===== src/rtl/rr_arbiter4_pkg.sv =====
// Shared definitions for the 4-way round-robin arbiter.
//   state_t      : FSM state encoding (ST_IDLE = 0, ST_GRANT = 1)
//   HOLD_MAX_DEF : default hold timeout in cycles (0 disables the timeout)
package rr_arbiter4_pkg;

    typedef enum logic {
        ST_IDLE  = 1'b0,
        ST_GRANT = 1'b1
    } state_t;

    localparam int HOLD_MAX_DEF = 16;

endpackage


===== src/rtl/rr_arbiter4_if.sv =====
// Request/grant bundle between four requesters and the arbiter.
//   req[3:0]     : request lines, req[i] high while requester i wants the resource
//   done         : release strobe from the current owner
//   gnt[3:0]     : one-hot grant, zero when idle
//   gnt_idx[1:0] : index of the current or last owner
//   busy         : a grant is active
//   timeout      : one-cycle pulse after a forced release by the hold timer
// slave  = arbiter side, master = requester side.
interface rr_arbiter4_if;
    logic [3:0] req;
    logic       done;
    logic [3:0] gnt;
    logic [1:0] gnt_idx;
    logic       busy;
    logic       timeout;

    modport master (output req, done, input gnt, gnt_idx, busy, timeout);
    modport slave  (input req, done, output gnt, gnt_idx, busy, timeout);
endinterface


===== src/rtl/rr_arbiter4_dec.sv =====
// 2-to-4 line decoder. a is the MSB, b the LSB of the select index.
//   a, b   : select inputs
//   y0..y3 : one-hot outputs, y[k] high when {a,b} == k
module decoder2_4 (
    input  logic a,
    input  logic b,
    output logic y0,
    output logic y1,
    output logic y2,
    output logic y3
);
    assign y0 = ~a & ~b;
    assign y1 = ~a &  b;
    assign y2 =  a & ~b;
    assign y3 =  a &  b;
endmodule


===== src/rtl/rr_arbiter4.sv =====
// Round-robin arbiter for four requesters with an optional hold timeout.
// A grant is held until done, until the owner drops its request, or until
// the hold counter expires; the next scan then starts just past the owner.
//   clk : clock, rising edge
//   rst : asynchronous active-high reset
//   bus : rr_arbiter4_if.slave (req/done in, gnt/gnt_idx/busy/timeout out)
// Parameters: HOLD_MAX (0 disables timeout), CNT_W (2^CNT_W > HOLD_MAX).
module rr_arbiter4
    import rr_arbiter4_pkg::*;
#(
    parameter int HOLD_MAX = HOLD_MAX_DEF,
    parameter int CNT_W    = 5
) (
    input  logic          clk,
    input  logic          rst,
    rr_arbiter4_if.slave  bus
);

    // Last count value before a forced release; unused when HOLD_MAX == 0.
    localparam logic [CNT_W-1:0] CNT_LAST = (HOLD_MAX == 0) ? '0 : CNT_W'(HOLD_MAX - 1);

    state_t           state_q, state_d;
    logic [1:0]       ptr_q, ptr_d;
    logic [1:0]       idx_q, idx_d;
    logic [CNT_W-1:0] cnt_q, cnt_d;
    logic             to_q, to_d;
    logic             hold_exp;
    logic [3:0]       dec_y;

    // First set bit scanning ptr, ptr+1, ptr+2, ptr+3 (mod 4). The loop
    // runs from the farthest slot down so the nearest hit is written last.
    function automatic logic [1:0] rr_pick(input logic [3:0] req, input logic [1:0] ptr);
        logic [1:0] idx;
        rr_pick = ptr;
        for (int k = 3; k >= 0; k--) begin
            idx = ptr + 2'(k);
            if (req[idx]) rr_pick = idx;
        end
    endfunction

    always_ff @(posedge clk or posedge rst) begin
        if (rst) begin
            state_q <= ST_IDLE;
            ptr_q   <= 2'd0;
            idx_q   <= 2'd0;
            cnt_q   <= '0;
            to_q    <= 1'b0;
        end else begin
            state_q <= state_d;
            ptr_q   <= ptr_d;
            idx_q   <= idx_d;
            cnt_q   <= cnt_d;
            to_q    <= to_d;
        end
    end

    always_comb begin
        state_d  = state_q;
        ptr_d    = ptr_q;
        idx_d    = idx_q;
        cnt_d    = cnt_q;
        to_d     = 1'b0;
        hold_exp = 1'b0;
        case (state_q)
            ST_IDLE: begin
                if (|bus.req) begin
                    idx_d   = rr_pick(bus.req, ptr_q);
                    cnt_d   = '0;
                    state_d = ST_GRANT;
                end
            end
            ST_GRANT: begin
                hold_exp = (HOLD_MAX != 0) && (cnt_q == CNT_LAST);
                if (bus.done || !bus.req[idx_q] || hold_exp) begin
                    state_d = ST_IDLE;
                    ptr_d   = idx_q + 2'd1;
                    // Only a forced release flags timeout; done or a dropped
                    // request in the same cycle takes precedence.
                    to_d    = hold_exp && !bus.done && bus.req[idx_q];
                end else if (cnt_q != '1) begin
                    cnt_d = cnt_q + CNT_W'(1);
                end
            end
            default: state_d = ST_IDLE;
        endcase
    end

    decoder2_4 u_dec (
        .a  (idx_q[1]),
        .b  (idx_q[0]),
        .y0 (dec_y[0]),
        .y1 (dec_y[1]),
        .y2 (dec_y[2]),
        .y3 (dec_y[3])
    );

    assign bus.busy    = (state_q == ST_GRANT);
    assign bus.gnt     = dec_y & {4{bus.busy}};
    assign bus.gnt_idx = idx_q;
    assign bus.timeout = to_q;

endmodule


===== src/flat_wrapper.sv =====
// flat-port wrapper written by rule: the top's interface ports become plain ports
module rr_arbiter4_flat import rr_arbiter4_pkg::*;
#(
    parameter int HOLD_MAX = HOLD_MAX_DEF,
    parameter int CNT_W    = 5
)
  (clk, rst, bus_req, bus_done, bus_gnt, bus_gnt_idx, bus_busy, bus_timeout);
  rr_arbiter4_if bus_i ();
  input  logic clk;
  input  logic rst;
  input wire logic [$bits(bus_i.req)-1:0] bus_req;
  input wire logic [$bits(bus_i.done)-1:0] bus_done;
  output wire logic [$bits(bus_i.gnt)-1:0] bus_gnt;
  output wire logic [$bits(bus_i.gnt_idx)-1:0] bus_gnt_idx;
  output wire logic [$bits(bus_i.busy)-1:0] bus_busy;
  output wire logic [$bits(bus_i.timeout)-1:0] bus_timeout;
  assign bus_i.req = bus_req;
  assign bus_i.done = bus_done;
  assign bus_gnt = bus_i.gnt;
  assign bus_gnt_idx = bus_i.gnt_idx;
  assign bus_busy = bus_i.busy;
  assign bus_timeout = bus_i.timeout;
  rr_arbiter4 #(.HOLD_MAX(HOLD_MAX), .CNT_W(CNT_W)) u_core (.clk(clk), .rst(rst), .bus(bus_i));
endmodule

===== config.mk =====
export PLATFORM = sky130hd
export DESIGN_NAME = rr_arbiter4_flat
export DESIGN_NICKNAME = d
export VERILOG_FILES = /design/src/rtl/rr_arbiter4_pkg.sv /design/src/rtl/rr_arbiter4_if.sv /design/src/rtl/rr_arbiter4_dec.sv /design/src/rtl/rr_arbiter4.sv /design/src/flat_wrapper.sv
export SDC_FILE = /design/constraint.sdc
export NUM_CORES = 1
export LEC_CHECK = 0
export CORE_MARGIN = 4
export CORE_UTILIZATION = 37
export CTS_CLUSTER_SIZE = 14
export DETAILED_ROUTE_END_ITERATION = 6
export REMOVE_ABC_BUFFERS = 1
export SLEW_MARGIN = 5
export SYNTH_ARGS = -nofsm -noshare
export SYNTH_HDL_FRONTEND = slang
export SYNTH_SLANG_ARGS = --single-unit

===== constraint.sdc =====
create_clock -name clk -period 2.28 [get_ports clk]
set_input_delay 0.342 -clock clk [delete_from_list [all_inputs] [get_ports clk]]
set_output_delay 0.342 -clock clk [all_outputs]
set_load 0.005 [all_outputs]

# Yosys cells after proc, flatten, opt, wreduce, memory -nomap -nowiden
# Index checks and enable logic that the tools add are counted.
[op_classes]
add_sub_neg = 5
magnitude_cmp = 5
eq_ne = 5
muxes = 23
n_bitwise = 8
reduce_logical = 10
[op_table]
columns = ["operator", "n"]
rows = [
  ["2-bit by 3-bit less-than comparator with 1-bit output, second input constant", 5],
  ["5-bit 2-to-1 mux", 3],
  ["1-bit binary-select mux with 2-bit select", 5],
  ["5-bit one-hot mux with 2 select lines", 1],
  ["1-bit 2-to-1 mux", 9],
  ["2-bit 2-to-1 mux", 4],
  ["5-bit by 1-bit adder with 5-bit output, second input constant", 1],
  ["5-bit by 4-bit == test with 1-bit output, second input constant", 1],
  ["5-bit != test, second input constant", 1],
  ["2-bit by 1-bit adder with 2-bit output, second input constant", 2],
  ["2-bit adder, second input constant", 2],
  ["1-bit AND", 4],
  ["4-bit AND", 1],
  ["2-bit != test, second input constant", 2],
  ["2-bit AND reduction", 2],
  ["4-bit OR reduction", 1],
  ["1-bit inverter", 3],
  ["3-bit AND reduction", 1],
  ["1-bit logical AND", 2],
  ["1-bit logical NOT", 2],
  ["1-bit logical OR", 2],
  ["2-bit by 1-bit != test with 1-bit output, second input constant", 1],
  ["1-bit one-hot mux with 2 select lines", 1],
]
[word_totals]
regBits = 11

# Depth between registers and ports, before layout
# Gate-level depths: netlist (run 1).
[depth]
depth_word = 7
mapped_depth = 7
mapped_depth_nobuf = 7

# Hierarchy
# A second synthesis (run 1) with hierarchy kept.
[unflattened]
cells_unflattened = 84
area_unflattened_um2 = 724.4
[by_module_without_submodules]
columns = ["mod", "n_inst", "cells_per_inst", "area_per_inst_um2", "seq_area_each_um2"]
rows = [
  ["rr_arbiter4", 1, 80, 698.2, 275.3],
  ["decoder2_4", 1, 4, 26.3, 0.0],
]

# Least setup slack after synthesis (run 1)
# OpenSTA, ideal clock, no wires.
[synth_path]
path_kind = "register to register"
from = "register u_core.cnt_q[0]"
to = "register u_core.cnt_q[3]"
t_arrival_ps = 1602
setup_slack_ps = 549
path_stages_with_launch = 8
n_path_buf = 0
synth_period_minus_slack_ps = 1731
path_cell_list = "dfrtp_1 ha_1 and3_1 ha_1 nor2_1 nand4b_2 o211ai_1 o31ai_1"
[synth_via]
elab_chain_len = 4
elab_cells_between_ends = 10
cone_classes = "add/sub (1); eq/ne (4); mux (3); reduce/logical (2)"
[synth_lines]
columns = ["element", "line", "source"]
rows = [
  ["start: declaration", "rr_arbiter4.sv:25", "logic [CNT_W-1:0] cnt_q, cnt_d;"],
  ["start signal: assignment", "rr_arbiter4.sv:52", "cnt_q <= cnt_d;"],
  ["5-bit by 1-bit adder with 5-bit output / 5-bit by 4-bit == test with 1-bit output (equally long branches)", "rr_arbiter4.sv:81, rr_arbiter4.sv:73", ""],
  ["5-bit 2-to-1 mux / 1-bit logical OR (equally long branches)", "rr_arbiter4.sv:80, rr_arbiter4.sv:74", ""],
  ["5-bit 2-to-1 mux / 2-bit != test (equally long branches)", "--", ""],
  ["5-bit one-hot mux with 2 select lines / 3-bit AND reduction (equally long branches)", "--", ""],
]
# Several ways; a longest one is shown, not always the timed one. The select of a mux whose other input is x is not followed.
# A chain may end at the register's enable or synchronous reset.

# Final worst setup path (run 1)
[layout_path]
from = "register u_core.idx_q[1] (netlist: u_core.bus.gnt_idx[1])"
to = "output bus_gnt[0]"
[layout_via]
elab_chain_len = 3
[layout_lines]
columns = ["element", "line", "source"]
rows = [
  ["start: declaration", "rr_arbiter4.sv:24", "logic [1:0] idx_q, idx_d;"],
  ["start signal: assignment", "rr_arbiter4.sv:51", "idx_q <= idx_d;"],
  ["1-bit inverter", "rr_arbiter4_dec.sv:12", "assign y0 = ~a & ~b;"],
  ["1-bit AND", "rr_arbiter4_dec.sv:12", ""],
  ["4-bit AND", "rr_arbiter4.sv:98", "assign bus.gnt = dec_y & {4{bus.busy}};"],
  ["end: declaration", "flat_wrapper.sv:13", "output wire logic [$bits(bus_i.gnt)-1:0] bus_gnt;"],
]
# No other way between the ends.

==> flow_summary.json, run 1 <==
{
  "clock_path_buffers": 2,
  "finalHoldViolations": 0,
  "grt_pass1_wl_um": 2373,
  "postCtsHoldBufs": 0,
  "ant_nets": 0,
  "cts_setup_buffers": 0,
  "status": "completed",
  "leakage_nw": 0.4142,
  "tns_ns": 0,
  "endpoint_kind": "output port",
  "reg2reg_from": "u_core.cnt_q[0]",
  "synth-seq-area-share_pct": 37.61,
  "wl_um": 1392,
  "fill_cells": 186,
  "initial_core_util_pct": 40.63,
  "grt_max_degree": 12,
  "final_cell_mix": "clkdlybuf4s50_1 (14), dfrtp_1 (11), inv_1 (8)",
  "max_slew_margin_pct": 70.70,
  "ctsResizeCount": 0,
  "seqPwrFrac_pct": 37.9,
  "finalCriticalPeriod_ns": 1.932,
  "fp.coreArea_um2": 1802,
  "fp.dieArea_um2": 2754,
  "cp.required_ns": 1.94,
  "synth_top_area_cell": "dfrtp_1",
  "cp_max_fo": 6,
  "antenna_cells": 0,
  "clkSinkCount": 11,
  "cts-root-buf": "clkbuf_4",
  "placed_cells": 108,
  "worstSetupStartpoint": "u_core.bus.gnt_idx[1]",
  "area_growth_pct": 23.42,
  "r2r_slack_ns": 0.36,
  "clkPwrFrac_pct": 15.0,
  "avgSynthCellArea_um2": 10.31,
  "power_switching_mw": 0.3377,
  "syn_area_um2": 732.0,
  "fin_skew_ns": 0.001658,
  "fin_nets": 102,
  "wl_per_cell_um": 12.43,
  "yosysWarnings": 0,
  "io_pins": 15,
  "gp_congestion": 0.8398,
  "synthCells": 71,
  "final_common_cell": "clkdlybuf4s50_1",
  "internal_power_mw": 0.5641,
  "ir_drop_mv": 0.4141,
  "worst_slew_pin_slew_ns": 0.4390,
  "drt_iter0_drc": 9,
  "ys_seq_elements": 11,
  "synth.distinct_cells": 26,
  "path_cells": "inv_1, ha_1, and2_1, clkdlybuf4s50_1",
  "dpl_cell_area_um2": 875.8,
  "comb_power_share_pct": 47.1,
  "antenna_found_initial": 0,
  "route.detailed.drc": 0,
  "setup_viol": 0,
  "timing.rr.end": "u_core.cnt_q[3]",
  "p_sw_share_pct": 37.45,
  "die_y_um": 52.48,
  "first_pass_iters": 4,
  "cts_made_buffers": 3,
  "timing.fmax_mhz": 517.6,
  "fin_cells": 112,
  "vias": 554,
  "fp.dieW_um": 52.48,
  "maxCapViolations": 0,
  "min_period_over_period_pct": 84.74,
  "clock_latency_ns": 0.27,
  "clk_pin_slew_ns": 0.08,
  "hp-class": "primary input to asynchronous set/reset pin",
  "via_per_inst": 4.946,
  "grt_overflow": 0,
  "grt_pass1_vias": 526,
  "cts_tree": "built",
  "rsz0062_at_grt": "false",
  "rr_worst_depth": 7,
  "design_area_um2": 903.4,
  "rows": 15,
  "powerDensity_nw_per_um2": 998.2,
  "grt_use_total_pct": 12.32,
  "slowest_delay_ns": 0.47,
  "drive_gt1_share_pct": 16.09,
  "synth_top_area_share_pct": 37.61,
  "synth_area_leaders": "dfrtp_1 (38%), ha_1 (12%), inv_1 (4.1%)",
  "drv_slew": 0,
  "path_class": "register to output port",
  "arrival_ns": 1.59,
  "htreeDepth": 1,
  "slowest_stage": "dfrtp_1",
  "start_kind": "register",
  "portBuffers": 14,
  "dp_hpwl_um": 1034
}
metrics by stage:
stage,power (mW),setup WS (ns),hold slack (ns),util [%]
2_1_floorplan,0.5772,0.5486,0.1944,-
3_3_place_gp,0.7662,0.2994,0.4721,48.61
3_5_place_dp,0.7695,0.2761,0.4762,48.61
4_1_cts,0.9157,0.3231,0.3820,50.14
5_1_grt,0.9910,0.1343,0.3989,50.14
6_report,0.9017,0.3480,0.3658,50.14
cell type report:
class,count,area (µm²),area share [%]
Timing Repair Buffer,15,147.6,16.34
Clock buffer,3,22.52,2.493
Clock inverter,1,5.005,0.5540
Tap cell,25,31.28,3.463
Inverter,8,30.03,3.324
Sequential cell,11,275.3,30.47
Multi-Input combinational cell,49,391.6,43.35
per-layer routing:
metal  GRT usage, %  share of wire [%]  up-vias  routed length (µm)
li1               -                  -      285                   -
met1          15.67                 46      253                 640
met2          18.18                 48       14                 667
met3          3.419                4.7        2                  65
met4          7.660                1.4        0                  19
met5              0                  0        -                   0
cells by family after synthesis:
logic type	after synthesis	synth area share, %
AOI/OAI and AO/OA	14	13.85
adders and majority gates	7	11.97
buffers and inverters	11	8.889
DFF	11	37.61
muxes	3	7.179
and+or+nand+nor	25	20.51
power groups by stage:
stage / Combinational [mW] / Clock (mW) / Sequential (mW)
floorplan: 0.253 / 0 / 0.324
global placement: 0.423 / 0 / 0.344
detailed placement: 0.426 / 0 / 0.343
CTS: 0.431 / 0.144 / 0.341
global route: 0.480 / 0.154 / 0.357
finish: 0.425 / 0.135 / 0.342
state kept, by name, summed over array words and instances, names as in the netlist:
name / flops
u_core.ptr_q: 2
u_core.bus.gnt_idx: 2
u_core.bus.timeout: 1
u_core.cnt_q: 5
u_core.bus.busy: 1
cell usage after synthesis:
library cell,n
o41ai_2,1
a21oi_1,2
ha_1,7
nor2b_1,2
nand2_1,2
nand3_1,4
nor3b_1,1
o41ai_1,1
nand2_2,2
a2111oi_0,1
o21ai_0,4
dfrtp_1,11
and2b_2,1
and3_1,1
nor3_1,1
inv_1,8
nand4b_2,1
o211ai_1,2
and2_1,4
buf_4,2
buf_12,1
nor2_1,5
mux4_2,1
o31ai_1,3
mux2_4,2
and4b_2,1
worst max path at each step:
stage | cells past startpoint | slack [ns] | to
floorplan | 7 | 0.55 | u_core.cnt_q[3]
global route | 6 | 0.13 | u_core.cnt_q[2]
detailed placement | 5 | 0.28 | u_core.ptr_q[0]
finish | 4 | 0.35 | bus_gnt[0]
CTS | 4 | 0.32 | bus_gnt[0]
global placement | 5 | 0.30 | u_core.ptr_q[0]
critical path, delay by kind of cell, from the launching register on:
family	cells	cell delay (ns)
buffers and inverters	2	0.54
DFF	1	0.47
adders and majority gates	1	0.19
and+or+nand+nor	1	0.12
No activity file was read; power rests on OpenSTA's default activity.
==> run 2: changes to the inputs <==
Clock period 2.28 ns to 1.7 ns, I/O delays scaled along.
==> flow_summary.json, run 2 (synthesized netlist as in run 1, its figures left out) <==
{
  "use_met1_pct": 17.11,
  "first_pass_iters": 4,
  "final_cell_mix": "buf_4 (16), clkdlybuf4s50_1 (10), dfrtp_1 (9)",
  "max_slew_margin_pct": 71.93,
  "seqPwrFrac_pct": 30.3,
  "holdWs_ns": 0.2765,
  "route.detailed.drc": 0,
  "arrival_ns": 1.84,
  "fp.dieW_um": 52.48,
  "fin_skew_ns": 0.0005636,
  "setup_viol": 0,
  "portBuffers": 14,
  "hp-class": "primary input to asynchronous set/reset pin",
  "met2_usage_pct": 23.76,
  "vias": 648,
  "rows": 15,
  "p_sw_share_pct": 37.27,
  "clk_pin_slew_ns": 0.06,
  "clkSinkCount": 11,
  "fp.dieArea_um2": 2754,
  "finalHoldViolations": 0,
  "area_growth_pct": 48.55,
  "internal_power_mw": 0.8934,
  "min_period_over_period_pct": 99.31,
  "met3_usage_pct": 4.274,
  "final_common_cell": "buf_4",
  "cts_made_buffers": 3,
  "ant_nets": 0,
  "clkPwrFrac_pct": 12.3,
  "grt_overflow": 0,
  "finalCriticalPeriod_ns": 1.688,
  "cts-root-buf": "clkbuf_4",
  "io_pins": 15,
  "leakage_nw": 0.5225,
  "initial_core_util_pct": 40.63,
  "ir_drop_mv": 0.6454,
  "grt_max_degree": 12,
  "htreeDepth": 1,
  "clock_path_buffers": 2,
  "cts_tree": "built",
  "drive_gt1_share_pct": 38.10,
  "cp_max_fo": 4,
  "grt_pass1_wl_um": 2822,
  "rsz0062_at_grt": "true",
  "antenna_found_initial": 0,
  "busiest_layer": "met2",
  "dp_hpwl_um": 1243,
  "timing.fmax_mhz": 592.3,
  "status": "completed",
  "die_y_um": 52.48,
  "wl_per_cell_um": 13.21,
  "maxCapViolations": 0,
  "fp.coreArea_um2": 1802,
  "wl_um": 1717,
  "clock_latency_ns": 0.27,
  "gp_congestion": 0.7302,
  "fill_cells": 162,
  "fin_nets": 120,
  "drt_iter0_drc": 9,
  "endpoint_kind": "register",
  "top_register": "u_core.cnt_q",
  "via_per_inst": 4.985,
  "antenna_cells": 0,
  "grt_use_total_pct": 14.23,
  "worstSetupStartpoint": "u_core.bus.gnt_idx[1]",
  "path_class": "register to register",
  "drv_slew": 0,
  "power_mw": 1.424,
  "reg2reg_from": "u_core.bus.gnt_idx[1]",
  "comb_power_share_pct": 57.4,
  "power_switching_mw": 0.5309,
  "grt_pass1_vias": 642,
  "worst_slew_pin_slew_ns": 0.4207,
  "largest_reg_flops": 5,
  "powerDensity_nw_per_um2": 1310,
  "cp.required_ns": 1.85,
  "start_kind": "register"
}
run 2: layout make-up:
type | count | area [µm²] | area share [%]
clock buffer | 4 | 26.28 | 2.417
inverter | 8 | 30.03 | 2.762
multi-input combinational | 50 | 447.9 | 41.20
sequential | 11 | 277.8 | 25.55
tap | 25 | 31.28 | 2.877
timing repair buffer | 32 | 274.0 | 25.20
run 2: critical path: stages (launching register included):
cell     delay, ns
dfrtp_2       0.40
buf_4         0.13
mux4_2        0.57
nand2_2       0.12
nand2_4       0.06
mux2_4        0.30
run 2: final timing paths:
kind / end / slack [ns] / cells past startpoint
worst min register to register: u_core.cnt_q[3] / 0.51 / 1
worst min-delay path: u_core.bus.busy / 0.28 / 2
max in group asynchronous: u_core.bus.gnt_idx[0] / 1.11 / 2
min in group clk: u_core.cnt_q[3] / 0.51 / 1
worst max register to register: u_core.ptr_q[1] / 0.01 / 5
worst max-delay path: u_core.ptr_q[1] / 0.01 / 5
run 2: layer usage:
| layer | up-vias | wire [µm] |
|---|---|---|
| met5 | - | 0 |
| met4 | 0 | 23 |
| met3 | 4 | 62 |
| met2 | 14 | 871 |
| met1 | 308 | 759 |
| li1 | 322 | - |
run 2: through the flow:
step                utilization (%)  instances  cell area (µm²)  setup TNS, ns  worst slack, ns
global route                  60.35        130             1087        -0.2555         -0.09244
global placement              52.78        118            950.9        -0.2799         -0.09541
finish                        60.35        130             1087              0          0.01176
detailed placement            52.78        118            950.9        -0.5345          -0.1162
floorplan                         -         68            696.9       -0.05561         -0.03143
CTS                           58.47        129             1054              0         0.003510
run 2: what timing repair did:
action	in CTS	in global routing
setup buffers	6	1
gates resized for setup	12	8
endpoints found under the hold margin	0	0
endpoints found under the setup margin	11	9
gates cloned	1	0
pin swaps	3	2
hold buffers	0	0
run 2: power by group through the flow:
stage / combinational [mW] / clock [mW] / sequential [mW]
floorplan: 0.340 / 0 / 0.434
global route: 0.900 / 0.194 / 0.448
CTS: 0.786 / 0.186 / 0.425
finish: 0.817 / 0.175 / 0.432
detailed placement: 0.665 / 0 / 0.449
global placement: 0.644 / 0 / 0.443
==> run 3: changes to the inputs <==
Settings changed: REMOVE_ABC_BUFFERS 1 to default.
==> flow_summary.json, run 3 (synthesized netlist as in run 1, its figures left out) <==
{
  "status": "completed",
  "cts-root-buf": "clkbuf_4",
  "drive_gt1_share_pct": 40.74,
  "die_y_um": 52.48,
  "ir_drop_mv": 0.6046,
  "cp.required_ns": 1.85,
  "ant_nets": 0,
  "grt_overflow": 0,
  "worst_slew_pin_slew_ns": 0.4359,
  "postCtsHoldBufs": 0,
  "rows": 15,
  "clock_path_buffers": 2,
  "grt_use_total_pct": 13.73,
  "grt_pass1_vias": 628,
  "dpl_cell_area_um2": 969.7,
  "cts_tree": "built",
  "endpoint_kind": "register",
  "cp_max_fo": 5,
  "vias": 651,
  "leakage_nw": 0.5440,
  "min_period_over_period_pct": 97.58,
  "portBuffers": 14,
  "final_cell_mix": "buf_4 (20), clkdlybuf4s50_1 (10), dfrtp_1 (9)",
  "first_pass_iters": 4,
  "final_common_cell": "buf_4",
  "grt_max_degree": 12,
  "path_buf_inv": 2,
  "crit_family": "flip-flops",
  "grt_pass1_wl_um": 2753,
  "wl_um": 1597,
  "slowest_stage": "dfrtp_2",
  "route.detailed.drc": 0,
  "finalCriticalPeriod_ns": 1.659,
  "clk_pin_slew_ns": 0.07,
  "clock_latency_ns": 0.27,
  "largest_reg_flops": 5,
  "rsz0062_at_grt": "true",
  "timing.fmax_mhz": 602.8,
  "fp.coreArea_um2": 1802,
  "path_cells": "buf_4, mux4_2, buf_4, nand4b_4, o211ai_1, o41ai_2",
  "fp.dieW_um": 52.48,
  "initial_core_util_pct": 40.63,
  "wl_per_cell_um": 12.01,
  "top_register": "u_core.cnt_q",
  "path_class": "register to register",
  "power_mw": 1.448,
  "dp_hpwl_um": 1152,
  "drv_slew": 0,
  "final_util_pct": 63.26,
  "design_area_um2": 1140,
  "start_kind": "register",
  "antenna_cells": 0,
  "fin_skew_ns": 0.002891,
  "slowest_delay_ns": 0.44,
  "area_growth_pct": 55.73,
  "multi_input_area_um2": 476.7,
  "clkSinkCount": 11,
  "cts_made_buffers": 3,
  "max_slew_margin_pct": 70.91,
  "via_per_inst": 4.895,
  "antenna_found_initial": 0,
  "fill_cells": 161,
  "tns_ns": 0,
  "io_pins": 15,
  "arrival_ns": 1.81,
  "drt_iter0_drc": 6,
  "setup_viol": 0,
  "fp.dieArea_um2": 2754,
  "maxCapViolations": 0,
  "htreeDepth": 1,
  "hp-class": "primary input to asynchronous set/reset pin",
  "gp_congestion": 0.7109,
  "seqCellArea_um2": 277.8,
  "crit_top_cell": "buf_4",
  "powerDensity_nw_per_um2": 1270,
  "finalHoldViolations": 0,
  "fin_nets": 123,
  "synth_nets": 85
}
run 3: where the power goes:
group,switching [mW],internal [mW]
clock,0.0905,0.0909
sequential,0.0914,0.343
combinational,0.349,0.483
total,0.531,0.917
run 3: metrics by stage:
step                worst slack, ns  cells  hold slack (ns)
detailed placement         -0.06729    119           0.4755
CTS                       0.0004892    129           0.2846
finish                      0.04113    133           0.2753
floorplan                   0.01937     71           0.1074
global route               -0.04852    133           0.3230
global placement           -0.07241    119           0.4738
run 3: per-layer routing:
metal / GRT usage (%) / wire, µm / vias up / part of all wire [%]
li1: - / - / 327 / -
met1: 17.86 / 719 / 306 / 45
met2: 21.07 / 775 / 14 / 49
met3: 3.419 / 81 / 4 / 5.1
met4: 6.383 / 21 / 0 / 1.3
met5: 0 / 0 / - / 0
run 3: final cells by class:
class	instances	share of cell area (%)
Clock buffer	4	2.305
Inverter	8	2.634
Multi-Input combinational cell	50	41.82
Sequential cell	11	24.37
Tap cell	25	2.744
Timing Repair Buffer	35	26.13
run 3: timing repair:
| item | 4_1_cts | 5_1_grt |
|---|---|---|
| buffers inserted | 6 | 3 |
| gates resized for setup | 10 | 11 |
| endpoints found under the setup margin | 8 | 8 |
| pin swaps | 2 | 5 |
| cloned | 0 | 1 |
run 3: path summary, 6_finish.rpt:
kind                                             from  slack [ns]  cells past startpoint               endpoint
worst min-delay path                              rst        0.28                      2        u_core.cnt_q[4]
worst max-delay path            u_core.bus.gnt_idx[1]        0.04                      6        u_core.cnt_q[2]
min in group clk                      u_core.cnt_q[3]        0.51                      1        u_core.cnt_q[3]
worst max register to register  u_core.bus.gnt_idx[1]        0.04                      6        u_core.cnt_q[2]
worst min register to register        u_core.cnt_q[3]        0.51                      1        u_core.cnt_q[3]
max in group asynchronous                         rst        1.10                      2  u_core.bus.gnt_idx[1]
run 3: worst register-to-register path, cell delays in order, from the launching register on:
cell,delay (ns)
dfrtp_2,0.44
buf_4,0.15
mux4_2,0.35
buf_4,0.15
nand4b_4,0.14
o211ai_1,0.22
o41ai_2,0.10
